$ cat src/rtl/cp0_regfile_pkg.sv
// Shared CP0 definitions: register addresses, exception codes and the
// bit positions of the Status/Cause fields.
package cp0_defs;

    localparam logic [7:0] ADDR_BADVADDR = 8'h40;
    localparam logic [7:0] ADDR_COUNT    = 8'h48;
    localparam logic [7:0] ADDR_COMPARE  = 8'h58;
    localparam logic [7:0] ADDR_STATUS   = 8'h60;
    localparam logic [7:0] ADDR_CAUSE    = 8'h68;
    localparam logic [7:0] ADDR_EPC      = 8'h70;

    typedef enum logic [4:0] {
        EXC_INT  = 5'h00,
        EXC_ADEL = 5'h04,
        EXC_ADES = 5'h05,
        EXC_SYS  = 5'h08,
        EXC_BP   = 5'h09,
        EXC_RI   = 5'h0a,
        EXC_OV   = 5'h0c
    } exccode_e;

    localparam int STATUS_IE    = 0;
    localparam int STATUS_EXL   = 1;
    localparam int STATUS_IM_LO = 8;
    localparam int STATUS_IM_HI = 15;
    localparam int STATUS_BEV   = 22;

    localparam int CAUSE_EXC_LO = 2;
    localparam int CAUSE_EXC_HI = 6;
    localparam int CAUSE_SW_LO  = 8;
    localparam int CAUSE_SW_HI  = 9;
    localparam int CAUSE_HW_LO  = 10;
    localparam int CAUSE_HW_HI  = 15;
    localparam int CAUSE_TI     = 30;
    localparam int CAUSE_BD     = 31;

    // Only address-error exceptions carry a meaningful faulting address.
    function automatic logic is_addr_exc(input logic [4:0] code);
        return (code == EXC_ADEL) || (code == EXC_ADES);
    endfunction

endpackage

$ cat src/rtl/cp0_regfile_timer.sv
// CP0 Count/Compare timer: divided Count tick, Compare match and the TI flag.
module cp0_timer #(
    parameter int COUNT_DIV = 2
) (
    input  logic        clk,
    input  logic        rst,
    input  logic        count_we,
    input  logic        compare_we,
    input  logic [31:0] wdata,
    output logic [31:0] count,
    output logic [31:0] compare,
    output logic        ti
);

    logic        phase;
    logic        tick;
    logic [31:0] count_inc;

    assign tick      = (COUNT_DIV == 1) ? 1'b1 : phase;
    assign count_inc = count + 32'd1;

    always_ff @(posedge clk) begin
        if (rst) begin
            phase   <= 1'b0;
            count   <= '0;
            compare <= '0;
            ti      <= 1'b0;
        end else begin
            phase <= (COUNT_DIV == 1) ? 1'b0 : ~phase;

            if (count_we)
                count <= wdata;
            else if (tick)
                count <= count_inc;

            if (compare_we)
                compare <= wdata;

            // A Compare write clears TI even if a match lands on the same edge.
            if (compare_we)
                ti <= 1'b0;
            else if (tick && !count_we && (count_inc == compare))
                ti <= 1'b1;
        end
    end

endmodule

$ cat src/rtl/cp0_regfile.sv
// MIPS CP0 register file: Status/Cause/EPC/BadVAddr plus the Count/Compare
// timer, committed from WB, with a combinational mfc0 port and int_pending.
module cp0_regfile
    import cp0_defs::*;
#(
    parameter int N_EXT_INT = 6,
    parameter int COUNT_DIV = 2,
    parameter int TIMER_IP  = 7
) (
    input  logic                 clk,
    input  logic                 rst,
    input  logic                 mtc0_we,
    input  logic [7:0]           cp0_addr,
    input  logic [31:0]          cp0_wdata,
    output logic [31:0]          cp0_rdata,
    input  logic                 eret_flush,
    input  logic                 wb_ex,
    input  logic [4:0]           wb_exccode,
    input  logic                 wb_bd,
    input  logic [31:0]          wb_pc,
    input  logic [31:0]          wb_badvaddr,
    input  logic [N_EXT_INT-1:0] ext_int_in,
    output logic [31:0]          cp0_status,
    output logic [31:0]          cp0_cause,
    output logic [31:0]          cp0_epc,
    output logic                 int_pending
);

    logic [7:0]  status_im;
    logic        status_exl;
    logic        status_ie;
    logic        cause_bd;
    logic [4:0]  cause_exc;
    logic [1:0]  cause_ip_sw;
    logic [5:0]  cause_ip_hw;
    logic [5:0]  ip_hw_next;
    logic [31:0] epc;
    logic [31:0] badvaddr;
    logic [31:0] count;
    logic [31:0] compare;
    logic        ti;
    logic        mtc0_ok;

    // Exceptions and eret pre-empt any mtc0 committed on the same edge.
    assign mtc0_ok = mtc0_we && !wb_ex && !eret_flush;

    cp0_timer #(
        .COUNT_DIV (COUNT_DIV)
    ) u_timer (
        .clk        (clk),
        .rst        (rst),
        .count_we   (mtc0_ok && (cp0_addr == ADDR_COUNT)),
        .compare_we (mtc0_ok && (cp0_addr == ADDR_COMPARE)),
        .wdata      (cp0_wdata),
        .count      (count),
        .compare    (compare),
        .ti         (ti)
    );

    always_comb begin
        ip_hw_next = '0;
        ip_hw_next[N_EXT_INT-1:0] = ext_int_in;
        ip_hw_next[TIMER_IP-2] = ip_hw_next[TIMER_IP-2] | ti;
    end

    always_ff @(posedge clk) begin
        if (rst) begin
            status_im   <= '0;
            status_exl  <= 1'b0;
            status_ie   <= 1'b0;
            cause_bd    <= 1'b0;
            cause_exc   <= '0;
            cause_ip_sw <= '0;
            cause_ip_hw <= '0;
            epc         <= '0;
            badvaddr    <= '0;
        end else begin
            cause_ip_hw <= ip_hw_next;

            if (wb_ex) begin
                cause_exc  <= wb_exccode;
                status_exl <= 1'b1;
                // Nested exceptions keep the original return point.
                if (!status_exl) begin
                    cause_bd <= wb_bd;
                    epc      <= wb_bd ? (wb_pc - 32'd4) : wb_pc;
                end
                if (is_addr_exc(wb_exccode))
                    badvaddr <= wb_badvaddr;
            end else if (eret_flush) begin
                status_exl <= 1'b0;
            end else if (mtc0_ok) begin
                case (cp0_addr)
                    ADDR_STATUS: begin
                        status_im  <= cp0_wdata[STATUS_IM_HI:STATUS_IM_LO];
                        status_exl <= cp0_wdata[STATUS_EXL];
                        status_ie  <= cp0_wdata[STATUS_IE];
                    end
                    ADDR_CAUSE: cause_ip_sw <= cp0_wdata[CAUSE_SW_HI:CAUSE_SW_LO];
                    ADDR_EPC:   epc         <= cp0_wdata;
                    default: ;
                endcase
            end
        end
    end

    always_comb begin
        cp0_status = '0;
        cp0_status[STATUS_BEV] = 1'b1;
        cp0_status[STATUS_IM_HI:STATUS_IM_LO] = status_im;
        cp0_status[STATUS_EXL] = status_exl;
        cp0_status[STATUS_IE]  = status_ie;

        cp0_cause = '0;
        cp0_cause[CAUSE_BD] = cause_bd;
        cp0_cause[CAUSE_TI] = ti;
        cp0_cause[CAUSE_HW_HI:CAUSE_HW_LO]   = cause_ip_hw;
        cp0_cause[CAUSE_SW_HI:CAUSE_SW_LO]   = cause_ip_sw;
        cp0_cause[CAUSE_EXC_HI:CAUSE_EXC_LO] = cause_exc;
    end

    assign cp0_epc = epc;

    assign int_pending = status_ie && !status_exl &&
                         |(cp0_cause[CAUSE_HW_HI:CAUSE_SW_LO] & status_im);

    always_comb begin
        case (cp0_addr)
            ADDR_BADVADDR: cp0_rdata = badvaddr;
            ADDR_COUNT:    cp0_rdata = count;
            ADDR_COMPARE:  cp0_rdata = compare;
            ADDR_STATUS:   cp0_rdata = cp0_status;
            ADDR_CAUSE:    cp0_rdata = cp0_cause;
            ADDR_EPC:      cp0_rdata = epc;
            default:       cp0_rdata = '0;
        endcase
    end

endmodule

$ cat config.mk
export PLATFORM = sky130hd
export DESIGN_NAME = cp0_regfile
export DESIGN_NICKNAME = d
export VERILOG_FILES = /design/src/rtl/cp0_regfile_pkg.sv /design/src/rtl/cp0_regfile_timer.sv /design/src/rtl/cp0_regfile.sv
export SDC_FILE = /design/constraint.sdc
export NUM_CORES = 1
export LEC_CHECK = 0
export BUFFER_PORTS_ARGS = -buffer_cell sky130_fd_sc_hd__buf_2
export CAP_MARGIN = 20
export CORE_MARGIN = 5
export CORE_UTILIZATION = 40
export CTS_CLUSTER_SIZE = 30
export DETAILED_ROUTE_END_ITERATION = 16
export SLEW_MARGIN = 20
export SYNTH_ARGS = -nofsm -noshare
export SYNTH_HDL_FRONTEND = slang
export SYNTH_SLANG_ARGS = --single-unit
$ cat constraint.sdc
create_clock -name clk -period 4.3 [get_ports clk]
set_input_delay 0.43 -clock clk [delete_from_list [all_inputs] [get_ports clk]]
set_output_delay 0.43 -clock clk [all_outputs]
set_load 0.01 [all_outputs]
==> results.yml <==
outcome:
  outcome: "finished, final reports clean"
place:
  gp_congestion: 0.952
  hpwl_um: 25100
  place.port_buffers: 210
  place_ws_ns: 1.21
flow_run:
  cap_viol_max_count: 0
worst_hold_path:
  hold-path-cell-count: 2
  min-delay-start: "ext_int_in[2]"
  hold_path_class: "input pin to register"
  hold_end: "cause_ip_hw[2]$_SDFF_PP0_"
sta:
  worst_slack_ns: 1.25
  fin_crit_sh: 0.708
  rsz0062_at_grt: "no"
  fmax_mhz: 328
  max-slew-margin-rel: 0.247
  slew_violations: 0
  hold_violations: 0
  setup_violations: 0
  tightest_slew_ns: 1.13
  fin_hold_ws_ns: 0.196
  tns_ns: 0
  fin_crit_ns: 3.05
  skew_ns: 0.0127
yosys:
  syn_inst: 1165
  muxShareOfSynthArea: 0.0356
  synth.ff_latch_count: 154
  synth_compound_area_frac: 0.181
  syn_area_um2: 9030
  yosysSeqAreaShare: 0.342
  synth_edf_count: 0
  yosysWarnings: 0
  syn-mean-instance-area_um2: 7.75
  yosys.area_share.simple: 0.262
  synth_cell_types: 68
  synth_xor_xnor_area_share: 0.0961
  synth_top_family_by_area: "simple AND/OR/NAND/NOR gates"
  async_flop_share: 0
  synthAdderAreaFrac: 0.00277
  synth_ff_type: "dfxtp_1"
route:
  drtIter0Drc: 915
  finalWirelength_um: 33100
  drc: 0
  viasPerCell: 5.69
  ant_nets: 0
  dr.pass1.iters: 7
  num_vias: 9177
  wl_per_cell_um: 20.5
global_routing:
  grt_pass1_wl_um: 50100
  antenna_found_initial: 1
  globalRouteOverflowTotal: 0
  grt_use_total: 0.249
  grt_max_degree: 104
  grt_pass1_vias: 8481
power_and_ir_drop:
  power_frac_seq: 0.458
  p_int_w: 0.00234
  p_leak_nw: 4.30
  max-vdd-ir-drop_mv: 0.200
  power_density_nw_per_um2: 310
  p_total_w: 0.00330
  p_sw_w: 0.000952
  p_comb_frac: 0.102
  swShare: 0.289
  clkPwrFrac: 0.440
worst_setup_path:
  r2r_slack_ns: 1.25
  cp.arrival_ns: 3.39
  r2r_end: "u_timer.ti$_SDFFE_PP0P_"
  critPathLaunchType: "register"
  crit_path_max_fanout: 12
  rr_worst_depth: 8
  critPathKind: "register to register"
  worst_setup_path_end_kind: "register"
  cp.required_ns: 4.65
  r2r_start: "u_timer.count[0]$_SDFFE_PP0P_"
cts:
  path_clk_slew_ns: 0.07
  clk_latency_ns: 0.44
  clock_sinks: 154
  htree_num_levels: 4
  cts_max_path_buffers: 2
  cts_hold_buf: 0
  cts_resized: 0
  post-cts-setup-buffer-count: 0
  cts_buffers: 17
  cts_root_buffer: "clkbuf_16"
  tritoncts: "done"
finish:
  drive_gt1_frac: 0.217
  syn2layout_area_growth_pct: 17.7
  fin_nets: 1437
  fin_util: 0.473
  final_cell_mix: "buf_2, nand2_1, dfxtp_1"
  final_common_cell: "buf_2"
die:
  die_w_um: 160
  rows: 55
  initial_core_util: 0.402
  dieArea_um2: 25700
  dieHeight_um: 160
  num_io_pins: 250
  core_area_um2: 22400
## how the worst max path moves through the flow
| stage | slack [ns] | endpoint | depth (start not counted) | from |
|---|---|---|---|---|
| 2_1_floorplan | 1.88 | cp0_rdata[12] | 5 | cp0_addr[1] |
| 3_3_place_gp | 1.23 | cp0_epc[28]$_SDFFE_PP0P_ | 9 | cp0_addr[1] |
| 3_5_place_dp | 1.21 | cp0_epc[28]$_SDFFE_PP0P_ | 9 | cp0_addr[1] |
| 4_1_cts | 1.28 | cp0_rdata[31] | 9 | cp0_addr[1] |
| 5_1_grt | 1.02 | u_timer.ti$_SDFFE_PP0P_ | 8 | u_timer.count[0]$_SDFFE_PP0P_ |
| 6_report | 1.25 | u_timer.ti$_SDFFE_PP0P_ | 8 | u_timer.count[0]$_SDFFE_PP0P_ |
## Yosys cell counts (10+ instances only)
master | n | area share
buf_2 | 15 | 0.0083
a211oi_1 | 54 | 0.045
mux2i_1 | 31 | 0.034
nor4_1 | 11 | 0.0076
a221oi_1 | 13 | 0.013
nand2_1 | 205 | 0.085
dfxtp_1 | 154 | 0.34
inv_1 | 10 | 0.0042
a22oi_1 | 18 | 0.015
xor2_1 | 49 | 0.048
a222oi_1 | 22 | 0.024
nand3_1 | 19 | 0.011
or3_1 | 14 | 0.0097
nor2_1 | 140 | 0.058
a21oi_1 | 98 | 0.054
clkbuf_1 | 67 | 0.028
nand4_1 | 18 | 0.012
xnor2_1 | 50 | 0.049
buf_4 | 44 | 0.037
o21ai_0 | 13 | 0.0072
nor3_1 | 20 | 0.011
## area by class of cell
| cell class | instances | area [um^2] |
|---|---|---|
| diodes | 1 | 2.50 |
| clock buffers | 18 | 429 |
| clock inverters | 14 | 124 |
| fillers | 2305 | 11800 |
| inverters | 10 | 37.5 |
| multi-input cells | 905 | 5400 |
| flip-flops and latches | 154 | 3080 |
| well taps | 285 | 357 |
| repair buffers | 226 | 1190 |
## state kept, by name, summed over array words and instances, names as in the netlist
signal           count
badvaddr            32
cause_bd             1
cause_exc            5
cause_ip_hw          6
cause_ip_sw          2
cp0_epc             32
status_exl           1
status_ie            1
status_im            8
u_timer.compare     32
u_timer.count       32
u_timer.phase        1
u_timer.ti           1
## power by group through the flow
stage | sequential (W) | combinational [W] | clock (W)
final | 0.00151 | 0.000338 | 0.00145
after global routing | 0.00151 | 0.000368 | 0.00152
after CTS | 0.00151 | 0.000335 | 0.00146
after detailed placement | 0.00154 | 0.000333 | 0
after global placement | 0.00154 | 0.000332 | 0
after floorplan | 0.00153 | 0.000193 | 0
## cells by family (layout without fill, tap and decap cells)
group | count (synthesis) | in the layout
compound gates | 242 | 242
other cells | 2 | 40
mux | 32 | 32
buf+inv | 143 | 268
fa+ha+maj | 2 | 2
xor+xnor | 99 | 99
flops | 154 | 154
simple gates | 491 | 491
## per-layer routing
layer | wire (um) | up-vias | global-route usage
met5 | 0 | - | 0
met3 | 3220 | 47 | 0.0457
li1 | - | 4320 | -
met1 | 14700 | 4332 | 0.364
met2 | 14500 | 478 | 0.368
met4 | 733 | 0 | 0.0806
## per-stage QoR
stage	cell area (um^2)	instances
2_1_floorplan	9170	1202
3_5_place_dp	10100	1580
5_1_grt	10600	1613
4_1_cts	10600	1612
3_3_place_gp	10000	1579
6_report	10600	1613
## worst max-delay path, cell delays in order (launching register included)
cell and delay (ns):
dfxtp_1 0.62, ha_1 0.49, nand4_1 0.25, or4_1 0.56
a2111oi_0 0.37, o22ai_1 0.16, nor4_1 0.20, nand4_1 0.12
o31ai_1 0.19
Power figures use the tool's default switching activity.
